`config.mk`:
```
export PLATFORM = sky130hd
export DESIGN_NAME = ppm_frame_sequencer
export DESIGN_NICKNAME = d
export VERILOG_FILES = /design/src/rtl/ppm_frame_sequencer.sv
export SDC_FILE = /design/constraint.sdc
export NUM_CORES = 1
export LEC_CHECK = 0
export ABC_AREA = 1
export CORE_AREA = 3 3 68 70
export DETAILED_ROUTE_END_ITERATION = 7
export DIE_AREA = 0 0 71 73
export PLACE_DENSITY = 0.83
export SETUP_SLACK_MARGIN = 0.2
export SLEW_MARGIN = 20
export SYNTH_ARGS = -nofsm -noshare
export SYNTH_HDL_FRONTEND = slang
export SYNTH_SLANG_ARGS = --single-unit
```
`constraint.sdc`:
```
create_clock -name clock_i -period 2.1 [get_ports clock_i]
set_input_delay 0.42 -clock clock_i [delete_from_list [all_inputs] [get_ports clock_i]]
set_output_delay 0.42 -clock clock_i [all_outputs]
set_load 0.05 [all_outputs]
```
`src/rtl/ppm_frame_sequencer.sv`:
```
// rtl/ppm_frame_sequencer.sv - PPM sum-stream decoder committing NUM_CHANNELS on/off channels per frame
//
// Measures rising-edge-to-rising-edge intervals of a synchronised PPM stream,
// hunts for the sync gap, thresholds each channel interval with hysteresis
// into a shadow register and commits the whole frame at the closing sync gap.
// Loss of edges for TIMEOUT_VALUE counts drives all channels to 0 (failsafe).
module ppm_frame_sequencer #(
   parameter int NUM_CHANNELS       = 4,
   parameter int CNT_WIDTH          = 15,
   parameter int MIN_COUNTER_VALUE  = 900,
   parameter int MAX_COUNTER_VALUE  = 2000,
   parameter int HIGH_COUNTER_VALUE = 1800,
   parameter int LOW_COUNTER_VALUE  = 1200,
   parameter int SYNC_MIN_VALUE     = 3000,
   parameter int TIMEOUT_VALUE      = 25000
) (
   input  logic                    clock_i,
   input  logic                    reset_n_i,
   input  logic                    enable_i,
   input  logic                    ppm_i,
   output logic [NUM_CHANNELS-1:0] channel_o,
   output logic                    frame_valid_o,
   output logic                    frame_strobe_o,
   output logic [2:0]              channel_index_o,
   output logic                    error_o
);

   // Wide enough to hold NUM_CHANNELS itself (the "all channels seen" value).
   localparam int IDX_WIDTH = 4;

   localparam logic [CNT_WIDTH-1:0] CNT_MAX   = '1;
   localparam logic [CNT_WIDTH-1:0] CNT_ONE   = CNT_WIDTH'(1);
   localparam logic [CNT_WIDTH-1:0] MIN_C     = CNT_WIDTH'(MIN_COUNTER_VALUE);
   localparam logic [CNT_WIDTH-1:0] MAX_C     = CNT_WIDTH'(MAX_COUNTER_VALUE);
   localparam logic [CNT_WIDTH-1:0] HIGH_C    = CNT_WIDTH'(HIGH_COUNTER_VALUE);
   localparam logic [CNT_WIDTH-1:0] LOW_C     = CNT_WIDTH'(LOW_COUNTER_VALUE);
   localparam logic [CNT_WIDTH-1:0] SYNC_C    = CNT_WIDTH'(SYNC_MIN_VALUE);
   localparam logic [CNT_WIDTH-1:0] TIMEOUT_C = CNT_WIDTH'(TIMEOUT_VALUE);
   localparam logic [IDX_WIDTH-1:0] NUM_C     = IDX_WIDTH'(NUM_CHANNELS);

   typedef enum logic [1:0] {
      ST_IDLE  = 2'd0,
      ST_HUNT  = 2'd1,
      ST_FRAME = 2'd2
   } state_t;

   // sync_q[0], sync_q[1]: two-flop synchroniser; sync_q[2]: delay flop for edge detect
   logic [2:0]              sync_q, sync_d;
   state_t                  state_q, state_d;
   logic [CNT_WIDTH-1:0]    counter_q, counter_d;
   logic                    armed_q, armed_d;
   logic [IDX_WIDTH-1:0]    idx_q, idx_d;
   logic [NUM_CHANNELS-1:0] shadow_q, shadow_d;
   logic [NUM_CHANNELS-1:0] channel_q, channel_d;
   logic                    valid_q, valid_d;
   logic                    strobe_q, strobe_d;
   logic                    error_q, error_d;

   logic ppm_edge;
   logic in_range;
   logic is_sync;
   logic timeout;

   // Synchroniser shift and interval classification of the current count
   always_comb begin
      sync_d   = {sync_q[1:0], ppm_i};
      ppm_edge = sync_q[1] & ~sync_q[2];
      in_range = (counter_q >= MIN_C) && (counter_q <= MAX_C);
      is_sync  = (counter_q >= SYNC_C);
      timeout  = (counter_q == TIMEOUT_C);
   end

   // Interval counter: cleared while disabled, restarts at 1 on each edge, saturates
   always_comb begin
      counter_d = counter_q;
      if (!enable_i) begin
         counter_d = '0;
      end else if (ppm_edge) begin
         counter_d = CNT_ONE;
      end else if (counter_q != CNT_MAX) begin
         counter_d = counter_q + CNT_ONE;
      end
   end

   // Frame FSM: next state, channel capture, commit, error and failsafe handling
   always_comb begin
      state_d   = state_q;
      armed_d   = armed_q;
      idx_d     = idx_q;
      shadow_d  = shadow_q;
      channel_d = channel_q;
      valid_d   = valid_q;
      strobe_d  = 1'b0;
      error_d   = 1'b0;

      if (!enable_i) begin
         state_d = ST_IDLE;
         armed_d = 1'b0;
         idx_d   = '0;
         valid_d = 1'b0;
      end else begin
         case (state_q)
            ST_IDLE: begin
               state_d = ST_HUNT;
               armed_d = 1'b0;
               idx_d   = '0;
            end

            ST_HUNT: begin
               if (ppm_edge) begin
                  // The first edge after entering HUNT only opens an interval.
                  if (!armed_q) begin
                     armed_d = 1'b1;
                  end else if (is_sync) begin
                     state_d = ST_FRAME;
                     idx_d   = '0;
                  end
               end else if (timeout) begin
                  channel_d = '0;
                  valid_d   = 1'b0;
                  error_d   = 1'b1;
                  armed_d   = 1'b0;
               end
            end

            ST_FRAME: begin
               if (ppm_edge) begin
                  if (in_range) begin
                     // Channels beyond NUM_CHANNELS are legal but ignored.
                     if (idx_q < NUM_C) begin
                        for (int k = 0; k < NUM_CHANNELS; k++) begin
                           if (idx_q == IDX_WIDTH'(k)) begin
                              if (counter_q >= HIGH_C) begin
                                 shadow_d[k] = 1'b1;
                              end else if (counter_q <= LOW_C) begin
                                 shadow_d[k] = 1'b0;
                              end else begin
                                 shadow_d[k] = channel_q[k];
                              end
                           end
                        end
                        idx_d = idx_q + 1'b1;
                     end
                  end else if (is_sync) begin
                     if (idx_q >= NUM_C) begin
                        channel_d = shadow_q;
                        valid_d   = 1'b1;
                        strobe_d  = 1'b1;
                     end else begin
                        // Short frame: drop it but stay locked to the sync gap.
                        error_d = 1'b1;
                     end
                     idx_d = '0;
                  end else begin
                     error_d = 1'b1;
                     state_d = ST_HUNT;
                     armed_d = 1'b0;
                     idx_d   = '0;
                  end
               end else if (timeout) begin
                  channel_d = '0;
                  valid_d   = 1'b0;
                  error_d   = 1'b1;
                  state_d   = ST_HUNT;
                  armed_d   = 1'b0;
                  idx_d     = '0;
               end
            end

            default: begin
               state_d = ST_IDLE;
               armed_d = 1'b0;
               idx_d   = '0;
            end
         endcase
      end
   end

   // State and datapath registers with asynchronous reset
   always_ff @(posedge clock_i or negedge reset_n_i) begin
      if (!reset_n_i) begin
         sync_q    <= '0;
         state_q   <= ST_IDLE;
         counter_q <= '0;
         armed_q   <= 1'b0;
         idx_q     <= '0;
         shadow_q  <= '0;
         channel_q <= '0;
         valid_q   <= 1'b0;
         strobe_q  <= 1'b0;
         error_q   <= 1'b0;
      end else begin
         sync_q    <= sync_d;
         state_q   <= state_d;
         counter_q <= counter_d;
         armed_q   <= armed_d;
         idx_q     <= idx_d;
         shadow_q  <= shadow_d;
         channel_q <= channel_d;
         valid_q   <= valid_d;
         strobe_q  <= strobe_d;
         error_q   <= error_d;
      end
   end

   assign channel_o       = channel_q;
   assign frame_valid_o   = valid_q;
   assign frame_strobe_o  = strobe_q;
   assign error_o         = error_q;
   assign channel_index_o = (state_q == ST_FRAME) ? idx_q[2:0] : 3'd0;

endmodule

```
== Word-level counts from Yosys, hierarchy flattened ==
Cells that the tools add are included.

* Add/subtract/negate cells: 2
* Order comparisons: 7
* Equality and inequality tests: 23
* Mux-type cells: 66
* Bitwise gates (word level): 2
* Reductions and logical operators: 13

{| class="wikitable"
|+ Operator list
! operator !! number
|-
| two-way mux 4 bit || 14
|-
| two-way mux 15 bit || 3
|-
| AND reduction 6 bit || 6
|-
| two-way mux 1 bit || 34
|-
| <= comparator 15 x 11 -> 1 bit (second input constant) || 2
|-
| != test 3 bit (second input constant) || 7
|-
| != test 4 bit (second input constant) || 5
|-
| two-way mux 2 bit || 8
|-
| one-hot mux 4 bit (2 select lines) || 2
|-
| adder 15 x 1 -> 15 bit (second input constant) || 1
|-
| equality test 15 bit (second input constant) || 1
|-
| >= comparator 15 x 10 -> 1 bit (second input constant) || 1
|-
| >= comparator 15 x 11 -> 1 bit (second input constant) || 1
|-
| >= comparator 15 x 12 -> 1 bit (second input constant) || 1
|-
| != test 15 bit (second input constant) || 1
|-
| AND reduction 5 bit || 2
|-
| equality test 4 x 2 -> 1 bit (second input constant) || 2
|-
| != test 3 x 1 -> 1 bit (second input constant) || 2
|-
| one-hot mux 1 bit (2 select lines) || 3
|-
| one-hot mux 2 bit (3 select lines) || 1
|-
| != test 5 bit (second input constant) || 1
|-
| adder 4 x 1 -> 4 bit (second input constant) || 1
|-
| equality test 4 x 1 -> 1 bit (second input constant) || 1
|-
| >= comparator 4 x 3 -> 1 bit (second input constant) || 1
|-
| other kinds (12) || 12
|}

* Bits in registers: 36
* Bits of input ports: 4
* Word-level logic and storage cells: 126

== Longest topological paths before layout ==
Gate-level depths: netlist of the first run.

* Word-level depth: 7
* Depth in mapped cells: 12
* Gate-level depth less buffers: 12

== Worst setup path after synthesis of the first run ==
OpenSTA, ideal clock, no wires.

* Kind: flip-flop to output port
* Start point: register state_q[0]
* End point: output port channel_index_o[0]
* Arrival: 1113 ps
* Slack: 567 ps
* Cell stages (with the launch flop): 6
* Cell sequence: dfrtp_1 > inv_1 > ha_1 > clkbuf_2 > nand2_1 > inv_1

* Word-level cells in the longest chain between the ends: 2

{| class="wikitable"
|+ Ends and longest elaborated chain
! element !! RTL line !! RTL
|-
| start: declaration || 49 || <nowiki>state_t state_q, state_d;</nowiki>
|-
| start signal: assignment || 194 || <nowiki>state_q <= state_d;</nowiki>
|-
| equality test 2 bit || 210 || <nowiki>assign channel_index_o = (state_q == ST_FRAME) ? idx_q[2:0] : 3'd0;</nowiki>
|-
| two-way mux 3 bit || 210 ||
|-
| end: declaration || 24 || <nowiki>output logic [2:0] channel_index_o,</nowiki>
|}

Every way passes these cells.

== Worst setup path after layout of the first run ==
* Start point: register error_q (netlist: error_o)
* End point: output port error_o

{| class="wikitable"
|+ RTL lines
! element !! RTL line !! RTL
|-
| start: declaration || 57 || <nowiki>logic error_q, error_d;</nowiki>
|-
| start signal: assignment || 202 || <nowiki>error_q <= error_d;</nowiki>
|-
| end: declaration || 25 || <nowiki>output logic error_o</nowiki>
|}

No word-level cell between the ends.

==> impl_results.md, run 1 <==
* Chip Width at 71 um
* Multi-input gate area in the final layout at 1280 um2
* Tcrit/Tclk final at 88.3%
* Async set or reset register ratio after synthesis at 100%
* Fin cells at 409
* Initial DRC Count at 267
* Max-slew headroom at 48.0%
* Top cells by area, synth: dfrtp_1 (37%), nand2_1 (13%), inv_1 (7.5%)
* HPWL after DPL at 4110 um
* Die area at 5180 um2
* Synth top area share at 37.5%
* Syn. warnings at 0
* Critical path buffer and inverter count at 1
* Xor/xnor cell area share of the yosys netlist at 0.729%
* Skew final at 0.00805 ns
* Initial antenna violation count at 0
* Clk pin slew, worst setup/hold paths at 0.07 ns
* Nets@finish at 371
* Compound-Gate Fraction of Synth Area at 8.85%
* Synthesized Nets at 352
* Antenna diode count at 0
* Global-route wire length before repair at 9110 um
* Seq cells post-synth at 36
* 1st-pass router iterations at 5
* GR Overflow Total at 0
* Post-synth EDFFs at 0
* Minimum clock period after layout at 1.85 ns
* Distinct cells, synth at 35
* CTS tree: done
* Setup bufs post-CTS at 0
* Synth Area in Adders at 4.69%
* H-tree Lvls at 2
* Vert. Die Dim at 73 um
* Critical setup path kind: flop to output port
* Layout cells sized above 1 at 14.2%
* PD cells at 546 nW/um2
* WP data arrival at 1.43 ns
* Pre-CTS setup slack at 0.162 ns
* Largest family of logic cells by synthesized area: simple AND/OR/NAND/NOR gates
* Max Clock Freq at 540 MHz
* Slew @ Worst Pin at 0.780 ns
* Dominant cell type by area after synthesis: dfrtp_1
* RSZ-0062 raised after global routing: no
* Max-slew violations at 0
* CP startpoint kind: flop
* Slowest CP cell: clkdlybuf4s50_1
* Worst-Skew Late Latency at 0.29 ns
* Vias at 2237
* Inst Count DP at 401
* CTS hold repair buffers at 0
* Clk buf depth at 2
* Num CTS Buffers at 5
* Setup TNS Final at 0 ns
* Max VDD drop at 0.000347 V
* Data required time of the worst path at 1.68 ns
* Synth Flop Type: dfrtp_1
* Flip-flop and latch area at 901 um2
* # rows at 23
* Critical Path, Cell by Cell: clkdlybuf4s50_1
* Largest net degree at the start of global routing at 37
* MaxCap Viol Count at 0
* DRC at 0
* Final worst slack at 0.247 ns
* Synth-to-layout area growth at 13.4%
* Avg WL per Cell at 12.8 um
* Crit-path leading delay family: buffers and inverters
* CP Capture Type: output port
* Avg Cell Area, Syn at 7.09 um2
* Placer congestion estimate at 0.993
* Initial Util at 59.7%
* Final setup viols at 0
* GRT Total Usage at 22.3%
* Antenna viol nets, final at 0
* Dominant cell by count in the synthesized netlist: nand2_1
* Fill count at 350
* CTS root buffer: clkbuf_8
* Vias in the first global route at 2076
* Gate Count Post-Synth at 339
* Mapped Area at 2400 um2
* CP max stage delay at 0.81 ns
* Most common library cells after synthesis: nand2_1 (86), inv_1 (48), nor2_1 (45), dfrtp_1 (36), nand3_1 (25)
* Buffers on Ports at 13
* Ports at 14
* Hold Path Class: input pin to asynchronous set/reset pin
* CORE AREA at 4030 um2
* Outcome: finished, final reports clean
* Sequential share of the synthesized area at 37.5%
* Simple-gate portion of the synthesized area at 39.0%
* P_leak at 0.00148 uW
* Worst-path maximum fanout at 1
* Clk sinks at 36
* Via/cell ratio at 5.47
* Mux cell area share after synthesis at 0%
* Hold Vio Cnt, Final at 0
* Detailed Route WL at 5250 um
-- kinds of logic after synthesis --
logic type / count (synthesis)
AND/OR/NAND/NOR: 201
buffers and inverters: 56
flip-flops: 36
AO/OA/AOI/OAI: 35
adder cells (fa/ha/maj): 9
XOR/XNOR: 2
-- metrics by stage --
step	hold WS (ns)	power, uW	utilization [%]	area (um2)
finish	0.205	1490	67.6	2730
global route	0.259	1550	67.6	2730
CTS	0.232	1500	67.3	2710
detailed placement	0.338	1000	65.1	2620
global placement	0.348	994	65.1	2620
floorplan	0.124	920	-	2400
-- where the power goes --
part | switching, uW | internal [uW] | leakage (uW)
sequential | 23.1 | 721 | 0.000480
combinational | 164 | 76.7 | 0.000950
clock | 243 | 262 | 0.0000510
-- layout make-up --
type                            count  area share, %
Timing Repair Buffer               17           7.12
Sequential cell                    36           33.1
Clock buffer                        6           3.03
Inverter                           51           7.07
Clock inverter                      2          0.367
Tap cell                           50           2.30
Multi-Input combinational cell    247           47.1
-- path summary, 6_finish.rpt --
kind                            depth (start not counted)  slack (ns)                startpoint                  endpoint
worst min register to register                          0        0.36       sync_q[0]$_DFF_PN0_       sync_q[1]$_DFF_PN0_
worst min-delay path                                    1        0.20                 reset_n_i  counter_q[8]$_DFFE_PN0P_
min in group clock_i                                    0        0.36       sync_q[0]$_DFF_PN0_       sync_q[1]$_DFF_PN0_
worst max-delay path                                    1        0.25         error_o$_DFF_PN0_                   error_o
worst max register to register                          8        0.40  counter_q[0]$_DFFE_PN0P_  counter_q[0]$_DFFE_PN0P_
max in group asynchronous                               1        1.40                 reset_n_i      idx_q[0]$_DFFE_PN0P_
-- cell usage in the layout, fill, tap and decap left out, types with 2 or more instances in the layout --
master	Yosys	routed
a21oi_1	6	6
a31oi_1	5	5
buf_12	0	3
buf_4	2	4
clkbuf_8	0	6
clkdlybuf4s50_1	0	4
clkinv_2	1	3
dfrtp_1	36	36
dlymetal6s2s_1	0	4
ha_1	9	8
inv_1	48	47
inv_2	2	3
nand2_1	86	86
nand2_2	16	16
nand3_1	25	25
nand3_2	3	3
nand4_1	8	8
nor2_1	45	45
nor2_2	4	4
nor2_4	2	2
nor3_1	6	6
o21a_1	3	3
o21ai_0	13	13
o31ai_1	2	2
xnor2_1	2	2
-- worst register-to-register path, cell delays in order (launching register included) --
cell      delay (ns)
dfrtp_1         0.38
ha_1            0.24
nand3_1         0.12
inv_1           0.09
nand2_1         0.11
inv_1           0.12
nand4_1         0.23
o211ai_1        0.18
o21ai_0         0.10
-- flip-flops by register name, summed over array words and instances, names as in the netlist --
register / count
state_q: 2
counter_q: 15
sync_q: 3
shadow_q: 4
idx_q: 4
error_o: 1
frame_strobe_o: 1
frame_valid_o: 1
armed_q: 1
channel_o: 4
-- repair_timing --
item | CTS | global route
resized for setup | 1 | 6
endpoints found under the setup margin | 1 | 15
hold endpoints to repair | 0 | 0
-- routing by layer --
layer | up-vias | routed length [um] | GRT usage (%)
met1 | 1026 | 2300 | 28.5
met2 | 86 | 2470 | 37.8
met4 | 0 | 89 | 7.93
li1 | 1115 | - | -
met3 | 10 | 388 | 4.13
met5 | - | 0 | 0
Power figures use the tool's default switching activity.
==> run 2: changes to the inputs <==
--- a/config.mk
+++ b/config.mk
@@ -6,10 +6,12 @@
 export NUM_CORES = 1
 export LEC_CHECK = 0
 export ABC_AREA = 1
+export CAP_MARGIN = 40
 export CORE_AREA = 3 3 68 70
 export DETAILED_ROUTE_END_ITERATION = 7
 export DIE_AREA = 0 0 71 73
-export PLACE_DENSITY = 0.83
+export DONT_BUFFER_PORTS = 1
+export PLACE_DENSITY = 0.78
 export SETUP_SLACK_MARGIN = 0.2
 export SLEW_MARGIN = 20
 export SYNTH_ARGS = -nofsm -noshare
==> impl_results.md, run 2 (same netlist as run 1, synthesis figures left out) <==
* P_leak at 0.00132 uW (-11%)
* Placer congestion estimate at 0.884 (-11%)
* Final setup viols at 0 (unchanged)
* Vert. Die Dim at 73 um (unchanged)
* Nets@finish at 358 (-3.5%)
* 1st-pass router iterations at 5 (unchanged)
* GRT Total Usage at 23.1% (+0.81 points)
* Most frequent cells in the layout: nand2_1 (86), nor2_1 (45), inv_1 (45), dfrtp_1 (36), nand3_1 (25)
* HPWL after DPL at 4030 um (-2.1%)
* Critical setup path kind: flop to output port
* Hold Path Class: input pin to flop
* Commonest non-fill, non-tap cell in the layout: nand2_1
* CP startpoint kind: flop
* GR Overflow Total at 0 (unchanged)
* H-tree Lvls at 2 (unchanged)
* Setup bufs post-CTS at 0 (unchanged)
* Data required time of the worst path at 1.68 ns (about the same)
* Largest net degree at the start of global routing at 37 (unchanged)
* Max-slew violations at 0 (unchanged)
* Chip Width at 71 um (unchanged)
* MaxCap Viol Count at 0 (unchanged)
* Fill count at 347 (-0.86%)
* Crit. Startpoint: state_q[0]$_DFFE_PN0P_
* Via/cell ratio at 5.49 (+0.33%)
* Detailed Route WL at 5410 um (+3.1%)
* Max reg flops at 15 (unchanged)
* PD cells at 605 nW/um2 (+11%)
* Worst-Skew Late Latency at 0.30 ns (about the same)
* Slew @ Worst Pin at 0.535 ns (-0.245 ns)
* Synth-to-layout area growth at 8.43%
* Largest register by flop count: counter_q
* Max-slew headroom at 64.3% (+16 points)
* CTS tree: done
* Max Clock Freq at 551 MHz (+2.0%)
* Die area at 5180 um2 (unchanged)
* Worst r2r src: counter_q[10]$_DFFE_PN0P_
* Buffers on Ports at 0 (-13)
* Outcome: finished, final reports clean
* CTS root buffer: clkbuf_8
* Initial antenna violation count at 0 (unchanged)
* Clk sinks at 36 (unchanged)
* Vias at 2173 (-2.9%)
* RSZ-0062 raised after global routing: no
* Setup TNS Final at 0 ns (unchanged)
* Hold Vio Cnt, Final at 0 (unchanged)
* Global-route wire length before repair at 9340 um (+2.6%)
* # rows at 23 (unchanged)
* Num CTS Buffers at 5 (unchanged)
* WP data arrival at 1.40 ns (-0.03 ns)
* Avg WL per Cell at 13.7 um (+6.5%)
* Max VDD drop at 0.000462 V (+33%)
* Minimum clock period after layout at 1.82 ns (-0.0372 ns)
* Layout cells sized above 1 at 13.9% (-0.33 points)
* Initial DRC Count at 213 (-20%)
* Hold_sp: ppm_i
* Tcrit/Tclk final at 86.5% (-1.8 points)
* Clk pin slew, worst setup/hold paths at 0.07 ns (about the same)
* Vias in the first global route at 1997 (-3.8%)
* Initial Util at 59.7% (unchanged)
* Hold WS at 0.145 ns (-0.0595 ns)
* Antenna viol nets, final at 0 (unchanged)
* Ports at 14 (unchanged)
* Clk buf depth at 2 (unchanged)
* CORE AREA at 4030 um2 (unchanged)
* Antenna diode count at 0 (unchanged)
* Worst-path maximum fanout at 8 (+7)
* Skew final at 0.00401 ns (-0.00404 ns)
* DRC at 0 (unchanged)
* CP Capture Type: output port
run 2: where the power goes:
group	leakage (uW)	switching (uW)	internal, uW
Clock	0.0000541	267	351
Sequential	0.000480	73.0	719
Combinational	0.000788	110	58.3
run 2: stage by stage:
| stage | instances | instance area, um2 | setup WS [ns] | utilization, % | power, uW |
|---|---|---|---|---|---|
| final | 396 | 2610 | 0.284 | 64.7 | 1580 |
| after global routing | 396 | 2610 | 0.219 | 64.7 | 1650 |
| after detailed placement | 386 | 2450 | 0.412 | 60.8 | 950 |
| after floorplan | 339 | 2400 | 0.567 | - | 920 |
| after CTS | 396 | 2600 | 0.196 | 64.6 | 1590 |
| after global placement | 386 | 2450 | 0.478 | 60.8 | 948 |
run 2: timing repair:
action / 4_1_cts / 5_1_grt
setup endpoints to repair: 3 / 3
gates cloned: 0 / 0
gates resized for setup: 3 / 1
hold buffers: 2 / 0
hold endpoints to repair: 36 / 0
run 2: critical path, stage by stage (launching register included):
cell        delay, ns
dfrtp_1          0.42
inv_1            0.07
ha_2             0.23
nand2_1          0.13
clkinvlp_4       0.25
run 2: cell type report:
cell class                      count  area [um2]  share of cell area [%]
Clock buffer                        5        68.8                    2.64
Clock inverter                      3        42.5                    1.63
Inverter                           51         204                    7.83
Multi-Input combinational cell    247        1280                    49.2
Sequential cell                    36         901                    34.6
Tap cell                           50        62.6                    2.40
Timing Repair Buffer                4        45.0                    1.73
run 2: metal layers:
layer / part of all wire, % / GRT usage (%)
met1: 47 / 31.5
met2: 44 / 35.0
met3: 7.2 / 6.34
met4: 1.7 / 8.56
met5: 0 / 0
run 2: path summary, 6_finish.rpt:
| kind | slack, ns | to | cells past startpoint |
|---|---|---|---|
| max in group asynchronous | 1.33 | counter_q[10]$_DFFE_PN0P_ | 2 |
| min in group asynchronous | 0.58 | counter_q[3]$_DFFE_PN0P_ | 2 |
| setup reg to reg | 0.40 | channel_o[1]$_DFFE_PN0P_ | 10 |
| hold reg to reg | 0.36 | sync_q[1]$_DFF_PN0_ | 0 |
| setup / recovery | 0.28 | channel_index_o[1] | 4 |
| hold / removal | 0.15 | sync_q[0]$_DFF_PN0_ | 0 |
==> edit (settings of run 1) <==
Change the localparam `IDX_WIDTH` from 4 to 5.
--- a/src/rtl/ppm_frame_sequencer.sv
+++ b/src/rtl/ppm_frame_sequencer.sv
@@ -26,7 +26,7 @@
 );
 
    // Wide enough to hold NUM_CHANNELS itself (the "all channels seen" value).
-   localparam int IDX_WIDTH = 4;
+   localparam int IDX_WIDTH = 5;
 
    localparam logic [CNT_WIDTH-1:0] CNT_MAX   = '1;
    localparam logic [CNT_WIDTH-1:0] CNT_ONE   = CNT_WIDTH'(1);
Check against the original RTL: no difference found for any inputs over 10 cycles, from zero or initial values and one cycle with reset_n_i low; that may be too few to reach the edited logic, so the function may still have changed.
==> edit against run 1 <==
- setup slack gained 9.2 ps
- routed wire length increased by 11%
- count of clock-buffer cells in the layout is 1 lower
- first-iteration DRC count shrank 21%
- sequential cell count up 1
- power rose by 1.4%
- combinational power increased by 9.1%
- clock power fell by 3%
- cell area is 0.96% higher
- global-route usage is 0.85 points higher
- synthesized area decreased by 0.52%
- critical endpoint is now channel_index_o[1]
- largest cell class unchanged
==> edit: results (changes against run 1) <==
- Seq Cell Count: 37 (was 36)
- Critical path peak fanout: 5 (was 1)
- Fraction of area in registers: 33.8% (was 33.1%)
- Top cells by area, synth: dfrtp_1 39%, nand2_1 14%, nor2_1 6.6% (was dfrtp_1 37%, nand2_1 13%, inv_1 7.5%)
- Fraction of area in multi-input gates: 46.7% (was 47.1%)
- Most frequent cells after synthesis: 89 x nand2_1, 42 x nor2_1, 37 x dfrtp_1 (was 86 x nand2_1, 48 x inv_1, 45 x nor2_1)
- Synth Area in XOR/XNOR: 0.733% (was 0.729%)
- Synth cell types: 29 (was 35)
- Post-synthesis sequential area ratio: 38.7% (was 37.5%)
- Worst path slowest cell: dfrtp_2 (was clkdlybuf4s50_1)
- Mapped Avg Cell Area: 7.12 sq um (was 7.09 sq um)
- Bufs w/o clock: 22 (was 17)
- Clock skew: 7.01 ps (was 8.05 ps)
- Inverters: 44 (was 51)
- Synth Area in Compound Gates: 7.48% (was 8.85%)
- Post-DP HPWL: 4.44 mm (was 4.11 mm)
- First-pass GRT wire length: 9.45 mm (was 9.11 mm)
- Status: finished, final reports clean (unchanged)
- Adder-cell share of the synthesized area: 4.71% (was 4.69%)
- ClkCell Share: 3.14% (was 3.40%)
- Sw Share: 30.1% (was 28.9%)
- Reg2reg path depth: 11 (was 8)
- Pre-CTS WS: 115 ps (was 162 ps)
- Initial DRC Count: 211 (was 267)
- Placed instance count: 402 (was 401)
- Multi-Input Combinational: 251 (was 247)
- Final #Nets: 374 (was 371)
- Slowest Stage Delay on Critical Path: 440 ps (was 810 ps)
- DRT Wirelength: 5.85 mm (was 5.25 mm)
- Post-layout util: 68.3% (was 67.6%)
- Vias in the first global route: 1958 (was 2076)
## edit: changes by cell type after synthesis, moves of 6 or more
cell	run 1	this run
inv_1	48	36
a21oi_1	6	13
nand2_2	16	9
inv_2	2	8
nand3_1	25	31
## edit: power groups by stage
stage                     clock, W  combinational (W)  sequential, W
after global routing      0.000539           0.000288       0.000762
after global placement           0           0.000242       0.000771
after floorplan                  0           0.000139       0.000795
after detailed placement         0           0.000250       0.000772
final                     0.000488           0.000263       0.000759
after CTS                 0.000501           0.000252       0.000758
## edit: per-layer routing
layer | wire, um | track usage (%) | vias up
met5 | 0 | 0 | -
met4 | 48 | 5.85 | 0
met3 | 493 | 4.13 | 5
met2 | 2630 | 33.9 | 105
met1 | 2680 | 35.2 | 1053
li1 | - | - | 1126
## edit: timing repair
item	in CTS	in global routing
hold endpoints to repair	0	0
endpoints found under the setup margin	3	15
resized for setup	3	9
buffers inserted	0	2
pin swaps	0	1
